==> config.mk <==
export PLATFORM = sky130hd
export DESIGN_NAME = tlp_frag_ctrl_flat
export DESIGN_NICKNAME = d
export VERILOG_FILES = /design/src/rtl/data_frag_package.sv /design/src/rtl/tlp_frag_ctrl_if.sv /design/src/rtl/tlp_frag_out_stage.sv /design/src/rtl/tlp_frag_ctrl.sv /design/src/flat_wrapper.sv
export SDC_FILE = /design/constraint.sdc
export NUM_CORES = 1
export LEC_CHECK = 0
export CAP_MARGIN = 25
export CORE_ASPECT_RATIO = 0.9
export CORE_MARGIN = 2
export CORE_UTILIZATION = 45
export CTS_BUF_LIST = sky130_fd_sc_hd__clkbuf_8
export CTS_CLUSTER_DIAMETER = 80
export DETAILED_ROUTE_END_ITERATION = 8
export PLACE_DENSITY = 0.85
export SLEW_MARGIN = 20
export SYNTH_ARGS = -nofsm -noshare
export SYNTH_HDL_FRONTEND = slang
export SYNTH_SLANG_ARGS = --single-unit
==> constraint.sdc <==
create_clock -name clk -period 4.2 [get_ports clk]
set_input_delay 0.84 -clock clk [delete_from_list [all_inputs] [get_ports clk]]
set_output_delay 0.84 -clock clk [all_outputs]
set_load 0.01 [all_outputs]
==> src/rtl/data_frag_package.sv <==
// Shared types for the TLP fragmenter: source tags, FSM states and beat geometry.
package data_frag_package;

   typedef enum logic [2:0] {
      NO_SOURCE = 3'd0,
      PH        = 3'd1,
      PD        = 3'd2,
      NPH       = 3'd3,
      NPD       = 3'd4,
      CPLH      = 3'd5,
      CPLD      = 3'd6
   } Tx_Arbiter_Sources_t;

   typedef enum logic [1:0] {
      IDLE     = 2'd0,
      TAG_WAIT = 2'd1,
      HDR      = 2'd2,
      DATA     = 2'd3
   } frag_state_t;

   localparam int BEAT_DW = 4;

endpackage

==> src/rtl/tlp_frag_ctrl_if.sv <==
// DLL-side beat bus. valid/ready: a beat moves when dll_valid && dll_ready at a rising
// clk edge; while dll_valid is high and dll_ready low, data/sop/eop/last_dw hold stable.
interface tlp_frag_ctrl_if #(
   parameter int DATA_WIDTH = 128
);
   logic                  dll_valid;
   logic                  dll_ready;
   logic [DATA_WIDTH-1:0] dll_data;
   logic                  dll_sop;
   logic                  dll_eop;
   logic [1:0]            dll_last_dw;

   modport master (
      output dll_valid, dll_data, dll_sop, dll_eop, dll_last_dw,
      input  dll_ready
   );

   modport slave (
      input  dll_valid, dll_data, dll_sop, dll_eop, dll_last_dw,
      output dll_ready
   );
endinterface

==> src/rtl/tlp_frag_out_stage.sv <==
// Single output register towards the DLL; holds a beat until the DLL accepts it.
module tlp_frag_out_stage #(
   parameter int DATA_WIDTH = 128
) (
   input  logic                  clk,
   input  logic                  arst,
   input  logic                  load,
   input  logic [DATA_WIDTH-1:0] in_data,
   input  logic                  in_sop,
   input  logic                  in_eop,
   input  logic [1:0]            in_last_dw,
   tlp_frag_ctrl_if.master       dll
);

   logic                  valid_q, valid_d;
   logic [DATA_WIDTH-1:0] data_q, data_d;
   logic                  sop_q, sop_d;
   logic                  eop_q, eop_d;
   logic [1:0]            last_dw_q, last_dw_d;

   always_comb begin
      valid_d   = valid_q;
      data_d    = data_q;
      sop_d     = sop_q;
      eop_d     = eop_q;
      last_dw_d = last_dw_q;
      if (load) begin
         valid_d   = 1'b1;
         data_d    = in_data;
         sop_d     = in_sop;
         eop_d     = in_eop;
         last_dw_d = in_last_dw;
      end else if (dll.dll_ready) begin
         // Drained: drop framing flags so an idle bus never shows a stale eop.
         valid_d   = 1'b0;
         sop_d     = 1'b0;
         eop_d     = 1'b0;
         last_dw_d = 2'b00;
      end
   end

   always_ff @(posedge clk) begin
      if (arst) begin
         valid_q   <= 1'b0;
         data_q    <= '0;
         sop_q     <= 1'b0;
         eop_q     <= 1'b0;
         last_dw_q <= 2'b00;
      end else begin
         valid_q   <= valid_d;
         data_q    <= data_d;
         sop_q     <= sop_d;
         eop_q     <= eop_d;
         last_dw_q <= last_dw_d;
      end
   end

   assign dll.dll_valid   = valid_q;
   assign dll.dll_data    = data_q;
   assign dll.dll_sop     = sop_q;
   assign dll.dll_eop     = eop_q;
   assign dll.dll_last_dw = last_dw_q;

endmodule

==> src/rtl/tlp_frag_ctrl.sv <==
// Pops source tags from the sequence recorder and streams each TLP as 4-DW beats to the DLL.
// Optional build macro FRAG_PREFETCH_EN: fetch the next tag during the eop transfer.
module tlp_frag_ctrl
   import data_frag_package::*;
#(
   parameter int DATA_WIDTH = 128,
   parameter int LEN_WIDTH  = 11
) (
   input  logic                  clk,
   input  logic                  arst,
   output logic                  seq_rd_en,
   output logic [1:0]            seq_rd_mode,
   input  Tx_Arbiter_Sources_t   seq_rd_data_1,
   input  logic                  seq_empty,
   output Tx_Arbiter_Sources_t   src_sel,
   output logic                  src_rd_en,
   input  logic                  src_valid,
   input  logic [DATA_WIDTH-1:0] src_data,
   input  logic [LEN_WIDTH-1:0]  src_len,
   tlp_frag_ctrl_if.master       dll,
   output logic                  start_fragment,
   output logic                  tag_err,
   output frag_state_t           dbg_state
);

   frag_state_t           state_q, state_d;
   Tx_Arbiter_Sources_t   src_sel_q, src_sel_d;
   logic [LEN_WIDTH-1:0]  beats_left_q, beats_left_d;
   logic [1:0]            last_dw_q, last_dw_d;
   logic                  tag_err_q, tag_err_d;
   logic                  start_fragment_q, start_fragment_d;

   logic                  xfer;
   logic                  eop_xfer;
   logic                  out_sop;
   logic                  out_eop;
   logic [1:0]            out_last_dw;
   logic [LEN_WIDTH+1:0]  len_plus3;
   logic [LEN_WIDTH-1:0]  hdr_beats_left;
   logic [1:0]            hdr_last_dw;

   assign len_plus3      = {2'b00, src_len} + (LEN_WIDTH+2)'(BEAT_DW - 1);
   assign hdr_beats_left = len_plus3[LEN_WIDTH+1:2] - LEN_WIDTH'(1);
   assign hdr_last_dw    = src_len[1:0] - 2'd1;

   assign xfer = ((state_q == HDR) || (state_q == DATA)) && src_valid &&
                 (!dll.dll_valid || dll.dll_ready) && !arst;

   always_comb begin
      state_d      = state_q;
      src_sel_d    = src_sel_q;
      beats_left_d = beats_left_q;
      last_dw_d    = last_dw_q;
      tag_err_d    = 1'b0;
      seq_rd_en    = 1'b0;
      eop_xfer     = 1'b0;
      out_sop      = 1'b0;
      out_eop      = 1'b0;
      out_last_dw  = 2'b00;
      case (state_q)
         IDLE: begin
            if (!seq_empty && !arst) begin
               seq_rd_en = 1'b1;
               state_d   = TAG_WAIT;
            end
         end
         TAG_WAIT: begin
            src_sel_d = seq_rd_data_1;
            if (seq_rd_data_1 == NO_SOURCE) begin
               tag_err_d = 1'b1;
               state_d   = IDLE;
            end else begin
               state_d = HDR;
            end
         end
         HDR: begin
            if (xfer) begin
               out_sop   = 1'b1;
               last_dw_d = hdr_last_dw;
               if (hdr_beats_left == '0) begin
                  out_eop      = 1'b1;
                  out_last_dw  = hdr_last_dw;
                  beats_left_d = '0;
                  eop_xfer     = 1'b1;
               end else begin
                  beats_left_d = hdr_beats_left;
                  state_d      = DATA;
               end
            end
         end
         DATA: begin
            if (xfer) begin
               beats_left_d = beats_left_q - LEN_WIDTH'(1);
               if (beats_left_q == LEN_WIDTH'(1)) begin
                  out_eop     = 1'b1;
                  out_last_dw = last_dw_q;
                  eop_xfer    = 1'b1;
               end
            end
         end
         default: state_d = IDLE;
      endcase

      if (eop_xfer) begin
`ifdef FRAG_PREFETCH_EN
         // Overlap the next tag pop with the eop transfer to save one bubble.
         if (!seq_empty) begin
            seq_rd_en = 1'b1;
            state_d   = TAG_WAIT;
         end else begin
            state_d = IDLE;
         end
`else
         state_d = IDLE;
`endif
      end

      start_fragment_d = dll.dll_valid && dll.dll_ready && dll.dll_eop;
   end

   always_ff @(posedge clk) begin
      if (arst) begin
         state_q          <= IDLE;
         src_sel_q        <= NO_SOURCE;
         beats_left_q     <= '0;
         last_dw_q        <= 2'b00;
         tag_err_q        <= 1'b0;
         start_fragment_q <= 1'b0;
      end else begin
         state_q          <= state_d;
         src_sel_q        <= src_sel_d;
         beats_left_q     <= beats_left_d;
         last_dw_q        <= last_dw_d;
         tag_err_q        <= tag_err_d;
         start_fragment_q <= start_fragment_d;
      end
   end

   tlp_frag_out_stage #(
      .DATA_WIDTH (DATA_WIDTH)
   ) u_out_stage (
      .clk        (clk),
      .arst       (arst),
      .load       (xfer),
      .in_data    (src_data),
      .in_sop     (out_sop),
      .in_eop     (out_eop),
      .in_last_dw (out_last_dw),
      .dll        (dll)
   );

   assign src_rd_en      = xfer;
   assign src_sel        = src_sel_q;
   assign seq_rd_mode    = arst ? 2'b00 : 2'b01;
   assign tag_err        = tag_err_q;
   assign start_fragment = start_fragment_q;
   assign dbg_state      = state_q;

endmodule

==> src/flat_wrapper.sv <==
// flat-port wrapper written by rule: the top's interface ports become plain ports
module tlp_frag_ctrl_flat import data_frag_package::*;
#(
   parameter int DATA_WIDTH = 128,
   parameter int LEN_WIDTH  = 11
)
  (clk, arst, seq_rd_en, seq_rd_mode, seq_rd_data_1, seq_empty, src_sel, src_rd_en, src_valid, src_data, src_len, start_fragment, tag_err, dbg_state, dll_dll_valid, dll_dll_data, dll_dll_sop, dll_dll_eop, dll_dll_last_dw, dll_dll_ready);
  tlp_frag_ctrl_if #(.DATA_WIDTH(DATA_WIDTH)) dll_i ();
  input  logic clk;
  input  logic arst;
  output logic seq_rd_en;
  output logic [1:0] seq_rd_mode;
  input  Tx_Arbiter_Sources_t seq_rd_data_1;
  input  logic seq_empty;
  output Tx_Arbiter_Sources_t src_sel;
  output logic src_rd_en;
  input  logic src_valid;
  input  logic [DATA_WIDTH-1:0] src_data;
  input  logic [LEN_WIDTH-1:0] src_len;
  output logic start_fragment;
  output logic tag_err;
  output frag_state_t dbg_state;
  output wire logic [$bits(dll_i.dll_valid)-1:0] dll_dll_valid;
  output wire logic [$bits(dll_i.dll_data)-1:0] dll_dll_data;
  output wire logic [$bits(dll_i.dll_sop)-1:0] dll_dll_sop;
  output wire logic [$bits(dll_i.dll_eop)-1:0] dll_dll_eop;
  output wire logic [$bits(dll_i.dll_last_dw)-1:0] dll_dll_last_dw;
  input wire logic [$bits(dll_i.dll_ready)-1:0] dll_dll_ready;
  assign dll_dll_valid = dll_i.dll_valid;
  assign dll_dll_data = dll_i.dll_data;
  assign dll_dll_sop = dll_i.dll_sop;
  assign dll_dll_eop = dll_i.dll_eop;
  assign dll_dll_last_dw = dll_i.dll_last_dw;
  assign dll_i.dll_ready = dll_dll_ready;
  tlp_frag_ctrl #(.DATA_WIDTH(DATA_WIDTH), .LEN_WIDTH(LEN_WIDTH)) u_core (.clk(clk), .arst(arst), .seq_rd_en(seq_rd_en), .seq_rd_mode(seq_rd_mode), .seq_rd_data_1(seq_rd_data_1), .seq_empty(seq_empty), .src_sel(src_sel), .src_rd_en(src_rd_en), .src_valid(src_valid), .src_data(src_data), .src_len(src_len), .dll(dll_i), .start_fragment(start_fragment), .tag_err(tag_err), .dbg_state(dbg_state));
endmodule
==> summary.md, run 1 <==
| Metric | Value |
|---|---|
| Die area | 14800 um2 |
| Initial antenna violation count | 0 |
| Clock tree buffer depth | 2 |
| EDFF count, synth | 0 |
| Area of the multi-input gates | 2880 um2 |
| RSZ-0062 raised after global routing | no |
| Setup TNS | 0 ns |
| Arrival @ worst endpoint | 2.83 ns |
| Slowest stage delay, CP | 0.62 ns |
| Setup bufs post-CTS | 0 |
| Die width | 128 um |
| Critical Path Source Type | flop |
| Crit path cell chain | ha_1, nor2_1, or4b_1, inv_6, clkdlybuf4s50_1 |
| Critical Path End Type | primary output |
| Global-route wire length before repair | 29.3 mm |
| Fillcell total | 1034 |
| Fin nets | 1208 |
| Total CTS buffers | 17 |
| Clock H-tree levels | 4 |
| Max Clk Rate | 272 MHz |
| Syn Area/Cell | 7.89 um2 |
| GRT Total Usage | 0.251 |
| CTS root buf | clkbuf_8 |
| Final ANT Viol Nets | 0 |
| Post-synth ARST share | 0 |
| Final instance area | 9620 um2 |
| Area post-placement | 9180 um2 |
| Ports | 291 |
| Placeable Area | 13500 um2 |
| Syn Std Cell Area | 6250 um2 |
| Largest net degree at the start of global routing | 116 |
| Initial Util | 0.464 |
| Max Cap Viol | 0 |
| Minimum clock period | 3.67 ns |
| Worst-margin pin slew | 0.978 ns |
| Synth top area cells | dfxtp_1, nand2_1, o21ai_0 |
| Total nets after synthesis | 948 |
| 1st-iter DRT viols | 549 |
| Clk slew on worst S/H paths | 0.08 ns |
| Lkg Pwr | 3.38 nW |
| Area growth syn-to-layout | 54.0% |
| Layout cell share with drive strength beyond 1 | 0.0535 |
| Status | completed |
| Worst-skew pair later-pin latency | 0.44 ns |
| Cell taking the most area after synthesis | dfxtp_1 |
| Slew Limit Fails | 0 |
| Finish-stage setup viols | 0 |
| CTS resizes | 0 |
| Number of diodes | 0 |
| WP depth | 5 |
| Remaining global-route overflow | 0 |
| FP Rows | 40 |
| Relative slew slack | 0.348 |
| FF/Latch Area | 3060 um2 |
| Top cell type's share of synthesized area | 0.490 |
| Worst Reg-to-Reg Cells | 10 |
| #FFs+latches synth | 153 |
| Vias | 6227 |
| CP required | 3.36 ns |
| CP Max Fanout | 13 |
| Detailed Routing Iterations Pass 1 | 5 |
| Syn. warnings | 0 |
| Worst vdd ir | 0.228 mV |
| Power per cell area | 321 nW/um2 |
| Clock sink total | 153 |
| Sequential cell area fraction in the yosys report | 0.490 |
| Clock skew | 0.0106 ns |
| Hold-fix buffer count after cts | 0 |
| Avg WL per Cell | 15.5 um |
| Hold Path Class | reg -> reg |
| Hold path depth | 2 |
| Final hold vios | 0 |
| Number of global-route vias before repair | 5686 |
| Mapped Cells | 792 |
| Buffers plus inverters on the worst setup path | 2 |
| CP Class | reg -> out |
| Avg Vias per Cell | 5.05 |
| Detail Placement HPWL | 13.8 mm |
| Final wirelength | 19.1 mm |
| Top FF cell, synth | dfxtp_1 |
| Family with the most delay on the worst path | simple AND/OR/NAND/NOR gates |
| CTS tree | built |
| Period utilisation layout | 0.874 |
| Die Span Y | 116 um |
| IO Port Bufs | 289 |
| DRC Markers | 0 |
| GPL Wtd Cong | 0.889 |
| Slowest cell on crit path | clkdlybuf4s50_1 |
| Post-synth cell types | 59 |
-- logic make-up (layout without fill, tap and decap cells) --
family                   count (synthesis)  in the layout  synth area share
adder cells (fa/ha/maj)                  9              9            0.0180
AO/OA/AOI/OAI                          199            199             0.180
AND/OR/NAND/NOR                        336            336             0.227
buffers and inverters                   71            344            0.0483
flip-flops                             153            153             0.490
multiplexers                             4              4           0.00641
other                                    1              1          0.000600
XOR/XNOR                                19             19            0.0290
-- sequential cells by signal (all words and copies together), names as in the netlist --
name / cells
u_core.start_fragment: 1
u_core.u_out_stage.dll.dll_sop: 1
u_core.tag_err: 1
u_core.beats_left_q: 11
u_core.u_out_stage.dll.dll_valid: 1
u_core.u_out_stage.dll.dll_data: 128
u_core.src_sel: 3
u_core.last_dw_q: 2
u_core.dbg_state: 2
u_core.u_out_stage.dll.dll_last_dw: 2
u_core.u_out_stage.dll.dll_eop: 1
-- cells in the final DEF, fill, tap and decap left out, drive strengths merged, types with 3 or more instances in the layout --
cell,instances
xor2,8
a21oi,20
nor2,23
nand4,5
nand2,266
dfxtp,153
nand3,8
and2,3
nor3b,3
a211oi,6
ha,9
buf,9
a21o,3
nor2b,3
clkbuf,18
mux2i,4
a31o,7
inv,18
clkinv,4
nor3,9
and4,3
clkdlybuf4s50,289
xnor2,11
and3,3
bufinv,4
o21ai,145
-- final timing paths --
| kind | start | end | slack (ns) |
|---|---|---|---|
| setup / recovery | u_core.dbg_state[1]$_SDFFE_PP0P_ | src_rd_en | 0.53 |
| hold / removal | u_core.u_out_stage.dll.dll_data[21]$_SDFFE_PP0P_ | u_core.u_out_stage.dll.dll_data[21]$_SDFFE_PP0P_ | 0.46 |
| setup reg to reg | u_core.dbg_state[1]$_SDFFE_PP0P_ | u_core.beats_left_q[4]$_SDFFE_PP0P_ | 0.78 |
| hold reg to reg | u_core.u_out_stage.dll.dll_data[21]$_SDFFE_PP0P_ | u_core.u_out_stage.dll.dll_data[21]$_SDFFE_PP0P_ | 0.46 |
-- final cells by class --
cell class | count | area share
Clock buffer | 18 | 0.0258
Clock inverter | 14 | 0.0204
Inverter | 14 | 0.00624
Multi-Input combinational cell | 568 | 0.300
Sequential cell | 153 | 0.318
Tap cell | 168 | 0.0219
Timing Repair Buffer | 298 | 0.308
-- per-layer routing --
metal  vias to the layer above  share of wire  GRT usage
li1                       3155              -          -
met1                      2787           0.41      0.310
met2                       241           0.48      0.412
met3                        44          0.076     0.0757
met4                         0          0.031      0.100
met5                         -              0          0
-- worst min-delay path: cells and delay by family, from the launching register on --
| kind | cells | cell delay [ns] |
|---|---|---|
| simple gates | 1 | 0.05 |
| compound gates | 1 | 0.05 |
| flops | 1 | 0.31 |
-- per-stage QoR --
stage | worst slack, ns | total power, mW | utilization | cells | hold WS (ns)
floorplan | 0.949 | 1.67 | - | 792 | 0.450
global placement | 0.370 | 1.88 | 0.682 | 1201 | 0.442
detailed placement | 0.318 | 1.89 | 0.682 | 1201 | 0.449
CTS | 0.518 | 3.12 | 0.714 | 1233 | 0.461
global route | 0.446 | 3.22 | 0.714 | 1233 | 0.471
finish | 0.529 | 3.09 | 0.714 | 1233 | 0.456
-- report_power, final --
part	internal [mW]	total, mW	switching (mW)
clock	0.669	1.23	0.564
combinational	0.212	0.373	0.161
sequential	1.47	1.49	0.0147
-- cells in the mapped netlist (4+ instances only) --
cell        n
nor2_1     23
buf_2      16
nand3_1     7
nand2_1   265
xnor2_1     9
mux2i_1     4
nor3_1      8
clkbuf_1   32
a31o_1      4
inv_1      13
o21ai_0   142
ha_1        9
xor2_1      8
buf_1       6
a21oi_1    20
nand4_1     5
dfxtp_1   153
Power figures use the tool's default switching activity.
==> inputs of run 2 (changes only) <==
==> constraint.sdc (replaced) <==
create_clock -name clk -period 4.2 [get_ports clk]
set_input_delay 0.42 -clock clk [delete_from_list [all_inputs] [get_ports clk]]
set_output_delay 0.42 -clock clk [all_outputs]
set_load 0.01 [all_outputs]
==> run 2 against run 1 <==
  * Register-to-register slack improved by 0.03 ns
  * Final area fell by 0.55%
  * Total power fell by 2.5%
  * Non-clock buffer count fell by 5
  * Highest routed layer unchanged
==> summary.md, run 2 (synthesis results as in run 1) <==
| Metric | Value |
|---|---|
| Hold Path Class | reg -> reg |
| IO Port Bufs | 289 (unchanged) |
| CTS root buf | clkbuf_8 |
| Pwr Total | 3.01 mW (-2.5%) |
| Hold path depth | 2 (unchanged) |
| Period utilisation layout | 0.876 (+0.00143) |
| Slowest cell on crit path | or4b_1 |
| Detail Placement HPWL | 13.5 mm (-2.0%) |
| GPL Wtd Cong | 0.924 (+3.9%) |
| Clock sink total | 153 (unchanged) |
| Final instance area | 9570 um2 (-0.55%) |
| GRT Total Usage | 0.247 (-0.00329) |
| Minimum clock period | 3.68 ns (+0.00603 ns) |
| Commonest non-fill, non-tap cell in the layout | clkdlybuf4s50_1 |
| Metal-1 WL | 7.70 mm (-1.8%) |
| Clock tree buffer depth | 2 (unchanged) |
| Arrival @ worst endpoint | 3.26 ns (+0.43 ns) |
| Startpoint of the worst hold path | u_core.u_out_stage.dll.dll_data[97]$_SDFFE_PP0P_ |
| Non-Filler Instances | 1229 (-0.32%) |
| Area post-placement | 9150 um2 (-0.27%) |
| Relative slew slack | 0.382 (+0.0339) |
| CTS resizes | 0 (unchanged) |
| Final hold vios | 0 (unchanged) |
| Area growth syn-to-layout | 53.2% |
| Die Span Y | 116 um (unchanged) |
| Hold-fix buffer count after cts | 0 (unchanged) |
| Power per cell area | 315 nW/um2 (-2.0%) |
| Met3 wire length | 1.49 mm (+2.3%) |
| Vias | 6246 (+0.31%) |
| Total CTS buffers | 17 (unchanged) |
| Initial antenna violation count | 0 (unchanged) |
| Status | completed |
| Crit path cell chain | ha_1, nor2_1, or4b_1, inv_6, clkdlybuf4s50_1 |
| Setup TNS | 0 ns (unchanged) |
| Crit Reg-Reg Startpoint | u_core.dbg_state[1]$_SDFFE_PP0P_ |
| Remaining global-route overflow | 0 (unchanged) |
| Worst-margin pin slew | 0.927 ns (-0.0509 ns) |
| CTS tree | built |
| Worst Setup SP | u_core.dbg_state[1]$_SDFFE_PP0P_ |
| Die area | 14800 um2 (unchanged) |
| Global-route wire length before repair | 29.0 mm (-1.2%) |
| Core Util, Final | 0.711 (-0.00390) |
| 1st-iter DRT viols | 457 (-17%) |
| Number of global-route vias before repair | 5678 (-0.14%) |
| Die width | 128 um (unchanged) |
| Max Cap Viol | 0 (unchanged) |
| Critical Path End Type | primary output |
| Lkg Pwr | 3.35 nW (-0.81%) |
| R2r setup slk | 0.81 ns (+0.03 ns) |
| Fin nets | 1203 (-0.41%) |
| Final wirelength | 18.8 mm (-1.6%) |
| Hold Crit Endpoint | u_core.u_out_stage.dll.dll_data[97]$_SDFFE_PP0P_ |
| R2r endpoint | u_core.u_out_stage.dll.dll_data[66]$_SDFFE_PP0P_ |
| CP Max Fanout | 28 (+15) |
| RSZ-0062 raised after global routing | no |
| Initial Util | 0.464 (unchanged) |
| Worst vdd ir | 0.228 mV (+0.30%) |
| DRC Markers | 0 (unchanged) |
| Max reg flops | 128 (unchanged) |
| Final ANT Viol Nets | 0 (unchanged) |
| Finish-stage setup viols | 0 (unchanged) |
| Clock skew | 0.0134 ns (+0.00286 ns) |
| Placed cells | 1196 (-0.42%) |
| Largest net degree at the start of global routing | 136 (+17%) |
| Worst Reg-to-Reg Cells | 6 (-4) |
| Max Clk Rate | 272 MHz (-0.16%) |
| Avg Vias per Cell | 5.08 (+0.63%) |
| Slowest stage delay, CP | 0.82 ns (+0.20 ns) |
| Top sig layer | met4 |
| Clk slew on worst S/H paths | 0.08 ns (about the same) |
| DR WL met2 | 9.03 mm (-1.4%) |
| Placeable Area | 13500 um2 (unchanged) |
| CP Class | reg -> out |
| Clock H-tree levels | 4 (unchanged) |
| CP required | 3.78 ns (+0.42 ns) |
| Slew Limit Fails | 0 (unchanged) |
| Layout cell share with drive strength beyond 1 | 0.0491 (-0.00446) |
| Setup bufs post-CTS | 0 (unchanged) |
| Avg WL per Cell | 15.3 um (-1.2%) |
| Critical Path Source Type | flop |
| Ports | 291 (unchanged) |
| Detailed Routing Iterations Pass 1 | 5 (unchanged) |
| FP Rows | 40 (unchanged) |
| Worst-skew pair later-pin latency | 0.45 ns (about the same) |
| Most frequent cells in the layout | clkdlybuf4s50_1, nand2_1, dfxtp_1, o21ai_0, nor2_1 |
-- run 2: cell count changes in the layout (fill, tap and decap cells not counted), sizes merged --
cell,previous run,this run
bufinv,4,2
inv,18,19
clkinv,4,5
clkinvlp,2,0
diode,0,1
clkbuf,18,20
buf,9,4
-- run 2: how the worst max path moves through the flow --
stage	endpoint	slack, ns	cells past startpoint
finish	src_rd_en	0.52	5
global route	src_rd_en	0.37	5
CTS	src_rd_en	0.53	5
detailed placement	u_core.beats_left_q[1]$_SDFFE_PP0P_	0.63	10
global placement	u_core.beats_left_q[2]$_SDFFE_PP0P_	0.69	10
floorplan	u_core.beats_left_q[0]$_SDFFE_PP0P_	1.53	11
-- run 2: per-layer routing --
metal  vias to the layer above  global-route usage
met1                      2812               0.303
met5                         -                   0
met4                         0               0.103
met3                        44              0.0831
met2                       247               0.401
li1                       3143                   -
-- run 2: final cells by class --
| type | instances | area [um2] |
|---|---|---|
| Tap cell | 168 | 210 |
| Clock inverter | 12 | 139 |
| Inverter | 14 | 60.1 |
| Fill cell | 1076 | 3900 |
| Timing Repair Buffer | 293 | 2940 |
| Clock buffer | 20 | 275 |
| Antenna cell | 1 | 2.50 |
| Multi-Input combinational cell | 568 | 2880 |
| Sequential cell | 153 | 3060 |
-- run 2: through the flow --
step           hold slack [ns]  setup WS [ns]
6_report                 0.458          0.523
5_1_grt                  0.474          0.368
4_1_cts                  0.462          0.535
3_5_place_dp             0.449          0.630
3_3_place_gp             0.442          0.694
2_1_floorplan            0.450           1.53
-- run 2: worst max-delay path, delay by kind of cell, from the launching register on --
kind / cells / cell delay [ns]
simple gates: 2 / 0.92
flops: 1 / 0.42
buf+inv: 2 / 0.96
fa+ha+maj: 1 / 0.50
-- run 2: power breakdown --
group	internal, mW	leakage, nW	switching [mW]
combinational	0.210	1.90	0.163
clock	0.584	0.216	0.571
sequential	1.47	1.23	0.0144
